### config.mk
export PLATFORM = sky130hd
export DESIGN_NAME = pixel_clk_gen
export DESIGN_NICKNAME = d
export VERILOG_FILES = /design/src/rtl/pixel_clk_gen.sv
export SDC_FILE = /design/constraint.sdc
export NUM_CORES = 1
export LEC_CHECK = 0
export CAP_MARGIN = 20
export CORE_UTILIZATION = 55
export CTS_CLUSTER_DIAMETER = 120
export DETAILED_ROUTE_END_ITERATION = 16
export HOLD_SLACK_MARGIN = 0.12
export PLACE_DENSITY = 0.71
export SETUP_SLACK_MARGIN = 0.5
export SLEW_MARGIN = 20
export SYNTH_ARGS = -nofsm -noshare
export SYNTH_HDL_FRONTEND = slang
export SYNTH_SLANG_ARGS = --single-unit
export TNS_END_PERCENT = 20
### constraint.sdc
create_clock -name sysClock -period 3.6 [get_ports sysClock]
set_clock_uncertainty 0.15 [all_clocks]
set_input_delay 1.08 -clock sysClock [delete_from_list [all_inputs] [get_ports sysClock]]
set_output_delay 1.08 -clock sysClock [all_outputs]
set_load 0.005 [all_outputs]
### src/rtl/pixel_clk_gen.sv
// -----------------------------------------------------------------------------
// pixel_clk_gen
//
// Fractional-N pixel clock-enable generator for the VGA pipeline.
//
// A phase accumulator clocked by sysClock adds the current mode's increment
// every cycle. The carry out of that add, registered, is pix_stb. The long-run
// strobe rate is therefore f_sys * inc / 2^ACC_W, with no drift.
//
// Four run-time selectable modes each have their own increment. A mode switch
// is a level request/pulse acknowledge handshake. Each switch restarts the
// accumulator and the lock qualifier. clk_pixel_locked asserts only after
// LOCK_STROBES strobes have been seen since the last (re)start.
//
// Ports
//   sysClock          in   system clock
//   reset             in   asynchronous, active-low reset
//   mode_sel[1:0]     in   requested mode, stable while mode_req is high
//   mode_req          in   level request to switch to mode_sel
//   mode_ack          out  one-cycle pulse, request accepted (SWITCH state)
//   cur_mode[1:0]     out  mode currently in effect
//   pix_stb           out  registered pixel clock enable
//   clk_pixel_locked  out  strobe stream valid and settled
//   mode_err          out  current mode has a zero increment (sticky until
//                          the next switch to a valid mode)
//
// FSM
//   state  | meaning
//   SETTLE | accumulator running, counting strobes toward lock
//   LOCKED | lock reached, accumulator free-runs, locked output high
//   SWITCH | one cycle: ack, load new mode, clear accumulator and lock count
// -----------------------------------------------------------------------------
module pixel_clk_gen #(
  parameter int               ACC_W        = 24,
  parameter logic [ACC_W-1:0] INC0         = 24'd8799300,
  parameter logic [ACC_W-1:0] INC1         = 24'd4399650,
  parameter logic [ACC_W-1:0] INC2         = 24'h800000,
  parameter logic [ACC_W-1:0] INC3         = 24'h400000,
  parameter int               LOCK_STROBES = 16,
  parameter logic [1:0]       DEFAULT_MODE = 2'd0
) (
  input  logic       sysClock,
  input  logic       reset,
  input  logic [1:0] mode_sel,
  input  logic       mode_req,
  output logic       mode_ack,
  output logic [1:0] cur_mode,
  output logic       pix_stb,
  output logic       clk_pixel_locked,
  output logic       mode_err
);

  localparam int CNT_W = (LOCK_STROBES > 1) ? $clog2(LOCK_STROBES) : 1;
  localparam logic [CNT_W-1:0] LOCK_LAST = CNT_W'(LOCK_STROBES - 1);

  typedef enum logic [1:0] {
    SETTLE = 2'd0,
    LOCKED = 2'd1,
    SWITCH = 2'd2
  } state_t;

  state_t           state;
  state_t           state_nxt;
  logic [ACC_W-1:0] acc;
  logic [ACC_W-1:0] inc;
  logic [ACC_W:0]   acc_sum;
  logic [CNT_W-1:0] lock_cnt;
  logic [1:0]       req_mode;
  logic             lock_done;

  function automatic logic [ACC_W-1:0] inc_of(input logic [1:0] m);
    case (m)
      2'd0:    inc_of = INC0;
      2'd1:    inc_of = INC1;
      2'd2:    inc_of = INC2;
      default: inc_of = INC3;
    endcase
  endfunction

  // One bit wider than the accumulator so the MSB is the carry (strobe).
  assign acc_sum = {1'b0, acc} + {1'b0, inc};

  // The strobe currently on the output is the last one needed for lock.
  assign lock_done = pix_stb && (lock_cnt == LOCK_LAST);

  always_comb begin
    state_nxt = state;
    mode_ack  = 1'b0;
    case (state)
      SETTLE: begin
        // A request wins over a simultaneous lock; the new mode re-locks anyway.
        if (mode_req) begin
          state_nxt = SWITCH;
        end else if (lock_done) begin
          state_nxt = LOCKED;
        end
      end
      LOCKED: begin
        if (mode_req) begin
          state_nxt = SWITCH;
        end
      end
      SWITCH: begin
        mode_ack  = 1'b1;
        state_nxt = SETTLE;
      end
      default: begin
        state_nxt = SETTLE;
      end
    endcase
  end

  always_ff @(posedge sysClock or negedge reset) begin
    if (!reset) begin
      state            <= SETTLE;
      acc              <= '0;
      inc              <= inc_of(DEFAULT_MODE);
      pix_stb          <= 1'b0;
      lock_cnt         <= '0;
      clk_pixel_locked <= 1'b0;
      cur_mode         <= DEFAULT_MODE;
      req_mode         <= DEFAULT_MODE;
      mode_err         <= 1'b0;
    end else begin
      state            <= state_nxt;
      // Registered from the next state, so lock drops on the same edge that
      // enters SWITCH and rises on the edge that enters LOCKED.
      clk_pixel_locked <= (state_nxt == LOCKED);

      if (state == SWITCH) begin
        acc      <= '0;
        pix_stb  <= 1'b0;
        lock_cnt <= '0;
        cur_mode <= req_mode;
        inc      <= inc_of(req_mode);
        mode_err <= (inc_of(req_mode) == '0);
      end else begin
        acc     <= acc_sum[ACC_W-1:0];
        pix_stb <= acc_sum[ACC_W];
        if ((state == SETTLE) && pix_stb) begin
          lock_cnt <= lock_cnt + CNT_W'(1);
        end
        // Capture the requested mode when the request is accepted; the
        // requester may release mode_req/mode_sel during the ack cycle.
        if (state_nxt == SWITCH) begin
          req_mode <= mode_sel;
        end
      end
    end
  end

endmodule
==> flow_summary.toml, run 1 <==
[worst_setup_path]
r2r_slack_ns = 1.01
worst-endpoint-arrival_ns = 1.60
cpPeakStageDelay_ns = 0.49
cp_max_fo = 10
startpoint = "state[0]$_DFF_PN0_"
critical_path_class = "reg -> out"
r2r_end = "acc[21]$_DFF_PN0_"
endpoint = "mode_ack"
worstSetupStartpointType = "flip-flop"
crit_required_ns = 2.37
crit_chain = "nand2b_1 > inv_2 > clkdlybuf4s50_1"
ff2ff_path_depth = 8
crit_slowest_cell = "dfrtp_1"
cp-end-kind = "primary output"
r2r-start = "inc[16]$_DFFE_PN0P_"

[cells_and_area]
fillers = 324
area_growth_pct = 10.8
finalNetCount = 258
layout-drive-gt1-share = 0.126
final-seq-area_um2 = 1030
diodes = 0
multiInputGateArea_um2 = 1190
postLayoutCellArea_um2 = 2510

[synth]
ys_ff_latch = 41
avgSynthCellArea_um2 = 10.0
ys_seq_area_frac = 0.454
syn_nets = 246
synthCells = 226
yosysWarnings = 0
synth-main-ff-cell = "dfrtp_1"
synth_cell_types = 51
synth_area_um2 = 2270
ys_async_sr_fraction = 1.00
synth_edf_count = 0
ys_top_cells_by_count = "dfrtp_1, nand2_1, nor2_1"
yosysMostFrequentCell = "dfrtp_1"
yosys.area.top_type_share = 0.419
synth_area_leaders = "dfrtp_1, ha_1, nand2_1"
synth_top_area_cell = "dfrtp_1"

[floorplan]
die_h_um = 66.2
die-area_um2 = 4390
initial_core_util = 0.597
core_um2 = 3800
dieWidth_um = 66.2
rows = 22
pin_count = 11

[sta]
finalHoldViolations = 0
slew_viol_final = 0
fin_ws_ns = 0.768
rsz0062_at_grt = "no"
holdWs_ns = 0.335
finalSetupViolations = 0
tightest_slew_ns = 0.916
post-route-min-period_ns = 2.83
fin_setup_tns_ns = 0
slew_headroom = 0.389
min_period_over_period = 0.787
max_freq_mhz = 353

[grt]
grt-ovfl-total = 0
grt_pass1_wl_um = 8390
grt_max_degree = 42
antenna_found_initial = 0
grtUsageTotal = 0.258
first_global_vias = 1802

[worst_hold_path]
hold_class = "reg -> reg"

[clock_network]
cts_hold_buf = 0
clockBufferDepth = 2
cts_root_buf = "clkbuf_8"
numCtsBuffers = 5
ctsResizeCount = 0
clk_pin_slew_ns = 0.07
clkLatencyLatePin_ns = 0.29
clock-sinks = 41
cts_tree = "built"
htree_num_levels = 2
post_cts_buffers = 0

[place]
dp_hpwl_um = 3560
gp_congestion = 0.868
placed_cell_area_um2 = 2410
portBuffers = 10
dp_slack_ns = 1.04

[route]
drt-total-wl_um = 4960
drtIter0Drc = 135
vias = 1769
vias_per_cell = 6.16
first_pass_iters = 4
avgRoutedWirePerCell_um = 17.3
antenna_left = 0
drcViolationCount = 0

[power]
leakage_nw = 1.15
power_density_nw_per_um2 = 656
irDropWorstVdd_uv = 376

[job]
maxCapViolations = 0

[outcome]
outcome = "complete, no violations"
==> through the flow <==
step / utilization / power [mW] / std cells
floorplan: - / 1.12 / 226
finish: 0.662 / 1.65 / 287
CTS: 0.662 / 1.65 / 287
global route: 0.662 / 1.75 / 287
global placement: 0.633 / 1.24 / 279
detailed placement: 0.633 / 1.28 / 279
==> critical path: cells and delay by family, from the launching register on <==
family,cells,cell delay [ns]
buf+inv,2,0.58
simple gates,1,0.25
flops,1,0.49
==> report_power, final <==
part,total (mW),switching (mW),internal [mW]
registers,0.678,0.0983,0.580
clock network,0.367,0.161,0.206
logic,0.603,0.342,0.262
==> metal layers <==
metal / vias to the layer above / share of wire / global-route usage
met1: 870 / 0.45 / 0.329
met4: 0 / 0.023 / 0.0984
met5: - / 0 / 0
met3: 13 / 0.040 / 0.0500
li1: 843 / - / -
met2: 43 / 0.49 / 0.429
==> logic make-up (layout without fill, tap and decap cells) <==
family,count (synthesis),in the layout,synth area share
fa+ha+maj,15,15,0.0860
xor+xnor,14,14,0.0541
compound gates,58,58,0.189
mux,3,3,0.0143
flops,41,41,0.454
buf+inv,12,25,0.0226
simple gates,83,83,0.180
==> layout make-up <==
cell class / instances / area share
Clock buffer: 6 / 0.0289
Clock inverter: 2 / 0.0139
Inverter: 5 / 0.00747
Multi-Input combinational cell: 173 / 0.472
Sequential cell: 41 / 0.410
Tap cell: 48 / 0.0239
Timing Repair Buffer: 12 / 0.0438
==> registers in the layout, indices dropped and copies added, names as in the netlist, 2 cells and up <==
name / flops
cur_mode: 2
req_mode: 2
state: 2
inc: 5
acc: 23
lock_cnt: 4
==> cell usage in the layout, fill, tap and decap left out, types with 3 or more instances in the layout <==
cell and n:
nand2_1 27, nand2b_1 3, dfrtp_1 38, nor2_1 17
nand4_1 6, a21oi_1 11, o21ai_0 12, xor2_1 11
nand3_1 6, clkdlybuf4s50_1 9, inv_1 4, or3_1 3
and2_1 4, o211ai_1 4, a21o_1 3, ha_1 14
dfstp_2 3, a41oi_1 3, xnor2_1 3, clkbuf_8 5
nor3_1 8, a31o_2 5
==> how the worst min path moves through the flow <==
stage                                  startpoint                 endpoint  slack, ns  depth (start not counted)
after floorplan               inc[22]$_DFFE_PN0P_      inc[22]$_DFFE_PN0P_       0.30                          2
after global placement    cur_mode[1]$_DFFE_PN0P_  cur_mode[1]$_DFFE_PN0P_       0.31                          2
after detailed placement  cur_mode[1]$_DFFE_PN0P_  cur_mode[1]$_DFFE_PN0P_       0.33                          2
after global routing      cur_mode[1]$_DFFE_PN0P_  cur_mode[1]$_DFFE_PN0P_       0.37                          2
after CTS                     inc[23]$_DFFE_PN1P_      inc[23]$_DFFE_PN1P_       0.34                          2
final                         inc[23]$_DFFE_PN1P_      inc[23]$_DFFE_PN1P_       0.34                          2
Note: power is estimated with default switching activity, not from simulation.
==> inputs of run 2 (changes only) <==
==> constraint.sdc (replaced) <==
create_clock -name sysClock -period 2.7 [get_ports sysClock]
set_clock_uncertainty 0.15 [all_clocks]
set_input_delay 0.81 -clock sysClock [delete_from_list [all_inputs] [get_ports sysClock]]
set_output_delay 0.81 -clock sysClock [all_outputs]
set_load 0.005 [all_outputs]
==> flow_summary.toml, run 2 (same netlist as run 1, synthesis figures left out) <==
[place]
portBuffers = 10
dp_hpwl_um = 3420
dpl.cell_count = 280
gp_congestion = 0.902

[clock_network]
cts_tree = "built"
numCtsBuffers = 5
cts_root_buf = "clkbuf_8"
clock-sinks = 41
htree_num_levels = 2
clkLatencyLatePin_ns = 0.30
clockBufferDepth = 2
clk_pin_slew_ns = 0.08

[sta]
finalSetupViolations = 0
finalHoldViolations = 0
min_period_over_period = 0.857
slew_viol_final = 0
post-route-min-period_ns = 2.31
holdWs_ns = 0.318
rsz0062_at_grt = "yes"
tightest_slew_ns = 0.509
slew_headroom = 0.661
fin_setup_tns_ns = 0
max_freq_mhz = 432

[route]
vias = 1774
vias_per_cell = 5.97
avgRoutedWirePerCell_um = 16.7
drt-total-wl_um = 4960
first_pass_iters = 4
drtIter0Drc = 155
antenna_left = 0
drcViolationCount = 0

[grt]
first_global_vias = 1668
grt-ovfl-total = 0
grt_pass1_wl_um = 7840
grt_max_degree = 25
grtUsageTotal = 0.243
antenna_found_initial = 0

[outcome]
outcome = "complete, no violations"

[floorplan]
die-area_um2 = 4390
dieWidth_um = 66.2
pin_count = 11
die_h_um = 66.2
core_um2 = 3800
rows = 22
initial_core_util = 0.597

[cells_and_area]
final_common_cell = "dfrtp_1"
largest_reg_flops = 23
final_cell_mix = "dfrtp_1, nand2_1, nor2_1"
area_growth_pct = 20.0
finalNetCount = 268
fillers = 265
finalNonFillerCells = 297
layout-drive-gt1-share = 0.241
regMostFlops = "acc"
diodes = 0
reg.largest.list = "acc x23, inc x5, lock_cnt x4"

[power]
power_density_nw_per_um2 = 857
leakage_nw = 1.22
irDropWorstVdd_uv = 576

[worst_setup_path]
crit_slowest_cell = "dfstp_2"
r2r-start = "inc[18]$_DFFE_PN1P_"
cpPeakStageDelay_ns = 0.61
cp_max_fo = 6
crit_chain = "buf_4 > ha_2 > a21oi_1 > o21bai_1 > a31o_2 > o311a_1"
crit_family = "compound AO/OA/AOI/OAI gates"
worstSetupStartpointType = "flip-flop"
crit_buf_inv = 1
crit_required_ns = 2.74
worst-endpoint-arrival_ns = 2.35
cp-end-kind = "flip-flop"
r2r_end = "acc[19]$_DFF_PN0_"
ff2ff_path_depth = 6
critical_path_class = "reg -> reg"
r2r_slack_ns = 0.39

[job]
maxCapViolations = 0

[worst_hold_path]
hold_class = "in -> async"
==> run 2: cell count changes in the layout (fill, tap and decap cells not counted), sizes merged <==
cell / before / now
buf: 3 / 13
clkbuf: 6 / 5
clkdlybuf4s50: 9 / 8
clkinvlp: 0 / 1
dlygate4sd2: 0 / 1
==> run 2: worst max path at each step <==
stage                        startpoint                 to  slack, ns  cells after the start
floorplan           inc[16]$_DFFE_PN0P_  acc[21]$_DFF_PN0_       0.48                      8
global placement    inc[16]$_DFFE_PN0P_  acc[21]$_DFF_PN0_       0.36                      8
detailed placement  inc[16]$_DFFE_PN0P_  acc[23]$_DFF_PN0_       0.27                      8
CTS                 inc[18]$_DFFE_PN1P_  pix_stb$_DFF_PN0_       0.37                      6
global route        inc[18]$_DFFE_PN1P_  acc[18]$_DFF_PN0_       0.31                      6
finish              inc[18]$_DFFE_PN1P_  acc[19]$_DFF_PN0_       0.39                      6
==> run 2: layer usage <==
metal	part of all wire	global-route usage	routed length [µm]
met1	0.47	0.338	2350
met3	0.026	0.0328	131
met5	0	0	0
met2	0.48	0.381	2380
met4	0.019	0.0931	94
==> run 2: area by class of cell <==
type,count,area (µm²),area share
clock buffer,5,68.8,0.0253
clock inverter,3,46.3,0.0170
multi-input combinational,173,1300,0.477
inverter,5,18.8,0.00689
tap,48,60.1,0.0221
timing repair buffer,22,196,0.0722
sequential,41,1030,0.380
==> run 2: power breakdown <==
| group | leakage (nW) | internal, mW | total [mW] | switching [mW] |
|---|---|---|---|---|
| clock network | 0.0543 | 0.277 | 0.506 | 0.229 |
| logic | 0.640 | 0.421 | 0.918 | 0.498 |
| registers | 0.528 | 0.774 | 0.910 | 0.137 |
==> run 2: timing repair <==
action	CTS	global route
resized for setup	6	20
hold buffers	0	0
buffers inserted	6	3
hold endpoints to repair	0	0
setup endpoints to repair	12	15
pin swaps	2	11
==> run 2: worst reg2reg max path, cell delays in order (launching register included) <==
cell and delay [ns]:
dfstp_2 0.61, buf_4 0.14, ha_2 0.30, a21oi_1 0.28
o21bai_1 0.16, a31o_2 0.28, o311a_1 0.30
==> run 2: stage by stage <==
step | area [µm²] | power [mW] | setup WS, ns | util
after detailed placement | 2450 | 1.71 | 0.272 | 0.644
after global routing | 2720 | 2.48 | 0.309 | 0.717
after global placement | 2450 | 1.67 | 0.361 | 0.644
after floorplan | 2290 | 1.51 | 0.484 | -
final | 2720 | 2.33 | 0.387 | 0.717
after CTS | 2620 | 2.24 | 0.372 | 0.689
==> inputs of run 3 (changes only) <==
--- a/config.mk
+++ b/config.mk
@@ -6,11 +6,11 @@
 export NUM_CORES = 1
 export LEC_CHECK = 0
 export CAP_MARGIN = 20
-export CORE_UTILIZATION = 55
+export CORE_UTILIZATION = 59
 export CTS_CLUSTER_DIAMETER = 120
 export DETAILED_ROUTE_END_ITERATION = 16
 export HOLD_SLACK_MARGIN = 0.12
-export PLACE_DENSITY = 0.71
+export PLACE_DENSITY = 0.75
 export SETUP_SLACK_MARGIN = 0.5
 export SLEW_MARGIN = 20
 export SYNTH_ARGS = -nofsm -noshare
==> flow_summary.toml, run 3 (same netlist as run 1, synthesis figures left out) <==
[sta]
rsz0062_at_grt = "yes"
holdWs_ns = 0.312
finalHoldViolations = 0
finalSetupViolations = 0
min_period_over_period = 0.844
max_freq_mhz = 439
fin_setup_tns_ns = 0
slew_headroom = 0.681
post-route-min-period_ns = 2.28
slew_viol_final = 0
tightest_slew_ns = 0.478

[clock_network]
cts_tree = "built"
htree_num_levels = 2
numCtsBuffers = 5
clock-sinks = 41
clockBufferDepth = 2
cts_root_buf = "clkbuf_8"
cts_hold_buf = 0
clk_pin_slew_ns = 0.08
clkLatencyLatePin_ns = 0.29

[place]
portBuffers = 10
gp_congestion = 0.869
dp_hpwl_um = 3650
placed_cell_area_um2 = 2440

[power]
p_comb_frac = 0.390
irDropWorstVdd_uv = 545
power_density_nw_per_um2 = 864
sw_frac_of_total = 0.369
internal-power_mw = 1.46
leakage_nw = 1.21
totalPowerFinal_mw = 2.31
seq_power_share = 0.394
power.switching_mw = 0.853
clockPowerShare = 0.216

[route]
first_pass_iters = 4
avgRoutedWirePerCell_um = 16.9
drcViolationCount = 0
antenna_left = 0
drtIter0Drc = 82
drt-total-wl_um = 5010
vias = 1789
vias_per_cell = 6.02

[cells_and_area]
final_common_cell = "dfrtp_1"
regMostFlops = "acc"
largest_reg_flops = 23
postLayoutCellArea_um2 = 2680
layout-drive-gt1-share = 0.221
area_growth_pct = 18.0
diodes = 0
fillers = 253
final_cell_mix = "dfrtp_1, nand2_1, nor2_1"
multiInputGateArea_um2 = 1260
reg.largest.list = "acc x23, inc x5, lock_cnt x4"
finalNetCount = 268
final-seq-area_um2 = 1030

[worst_setup_path]
crit_slowest_cell = "dfstp_2"
cpPeakStageDelay_ns = 0.59
crit_required_ns = 2.78
cp-end-kind = "flip-flop"
crit_chain = "inv_2 > fa_2 > nand3b_4 > o211ai_4 > a311oi_2 > or3_1 > a21oi_2"
crit_family = "flip-flops"
worst-endpoint-arrival_ns = 2.35
worstSetupStartpointType = "flip-flop"
critical_path_class = "reg -> reg"
cp_max_fo = 5
crit_buf_inv = 1

[grt]
grt_pass1_wl_um = 8440
grt-ovfl-total = 0
antenna_found_initial = 0
grt_max_degree = 25
first_global_vias = 1829
grtUsageTotal = 0.271

[floorplan]
core_um2 = 3660
dieWidth_um = 64.0
die-area_um2 = 4100
initial_core_util = 0.620
rows = 22
pin_count = 11
die_h_um = 64.0

[outcome]
outcome = "complete, no violations"

[worst_hold_path]
hold_class = "in -> async"

[job]
maxCapViolations = 0
[run 3: per-layer routing]
metal / routed length (µm) / GRT usage / vias up / part of all wire
li1: - / - / 870 / -
met1: 2200 / 0.333 / 876 / 0.44
met2: 2630 / 0.472 / 35 / 0.52
met3: 109 / 0.0482 / 8 / 0.022
met4: 70 / 0.105 / 0 / 0.014
met5: 0 / 0 / - / 0
[run 3: power by group through the flow]
stage          registers, mW  logic, mW  clock network, mW
6_report               0.911      0.901              0.500
5_1_grt                0.929       1.00              0.534
4_1_cts                0.905      0.840              0.509
3_5_place_dp           0.918      0.808                  0
3_3_place_gp           0.904      0.770                  0
2_1_floorplan          0.872      0.633                  0
[run 3: metrics by stage]
step	cells	worst slack, ns	utilization
after CTS	294	0.349	0.714
after detailed placement	281	0.254	0.667
after floorplan	226	0.484	-
final	297	0.422	0.731
after global routing	297	0.326	0.731
after global placement	281	0.361	0.667
[run 3: path summary, 6_finish.rpt]
path / start / end / slack, ns / depth (start not counted)
setup / recovery: inc[18]$_DFFE_PN1P_ / acc[21]$_DFF_PN0_ / 0.42 / 7
hold / removal: reset / acc[22]$_DFF_PN0_ / 0.31 / 1
setup reg to reg: inc[18]$_DFFE_PN1P_ / acc[21]$_DFF_PN0_ / 0.42 / 7
hold reg to reg: inc[23]$_DFFE_PN1P_ / inc[23]$_DFFE_PN1P_ / 0.34 / 2
max in group asynchronous: reset / inc[23]$_DFFE_PN1P_ / 1.49 / 2
min in group sysClock: inc[23]$_DFFE_PN1P_ / inc[23]$_DFFE_PN1P_ / 0.34 / 2
[run 3: area by class of cell]
type,count,area share
Timing Repair Buffer,22,0.0687
Clock inverter,3,0.0173
Inverter,5,0.00701
Clock buffer,5,0.0257
Sequential cell,41,0.386
Multi-Input combinational cell,173,0.473
Tap cell,48,0.0224
[run 3: worst register-to-register path, delay by kind of cell, from the launching register on]
family	cells	cell delay, ns
flip-flops	1	0.59
AND/OR/NAND/NOR	2	0.57
AO/OA/AOI/OAI	3	0.51
adder cells (fa/ha/maj)	1	0.34
buffers and inverters	1	0.06
[run 3: repair_timing]
action,4_1_cts,5_1_grt
gates resized for setup,8,10
buffers inserted,5,3
cloned,0,0
endpoints found under the setup margin,12,13
pin swaps,5,7
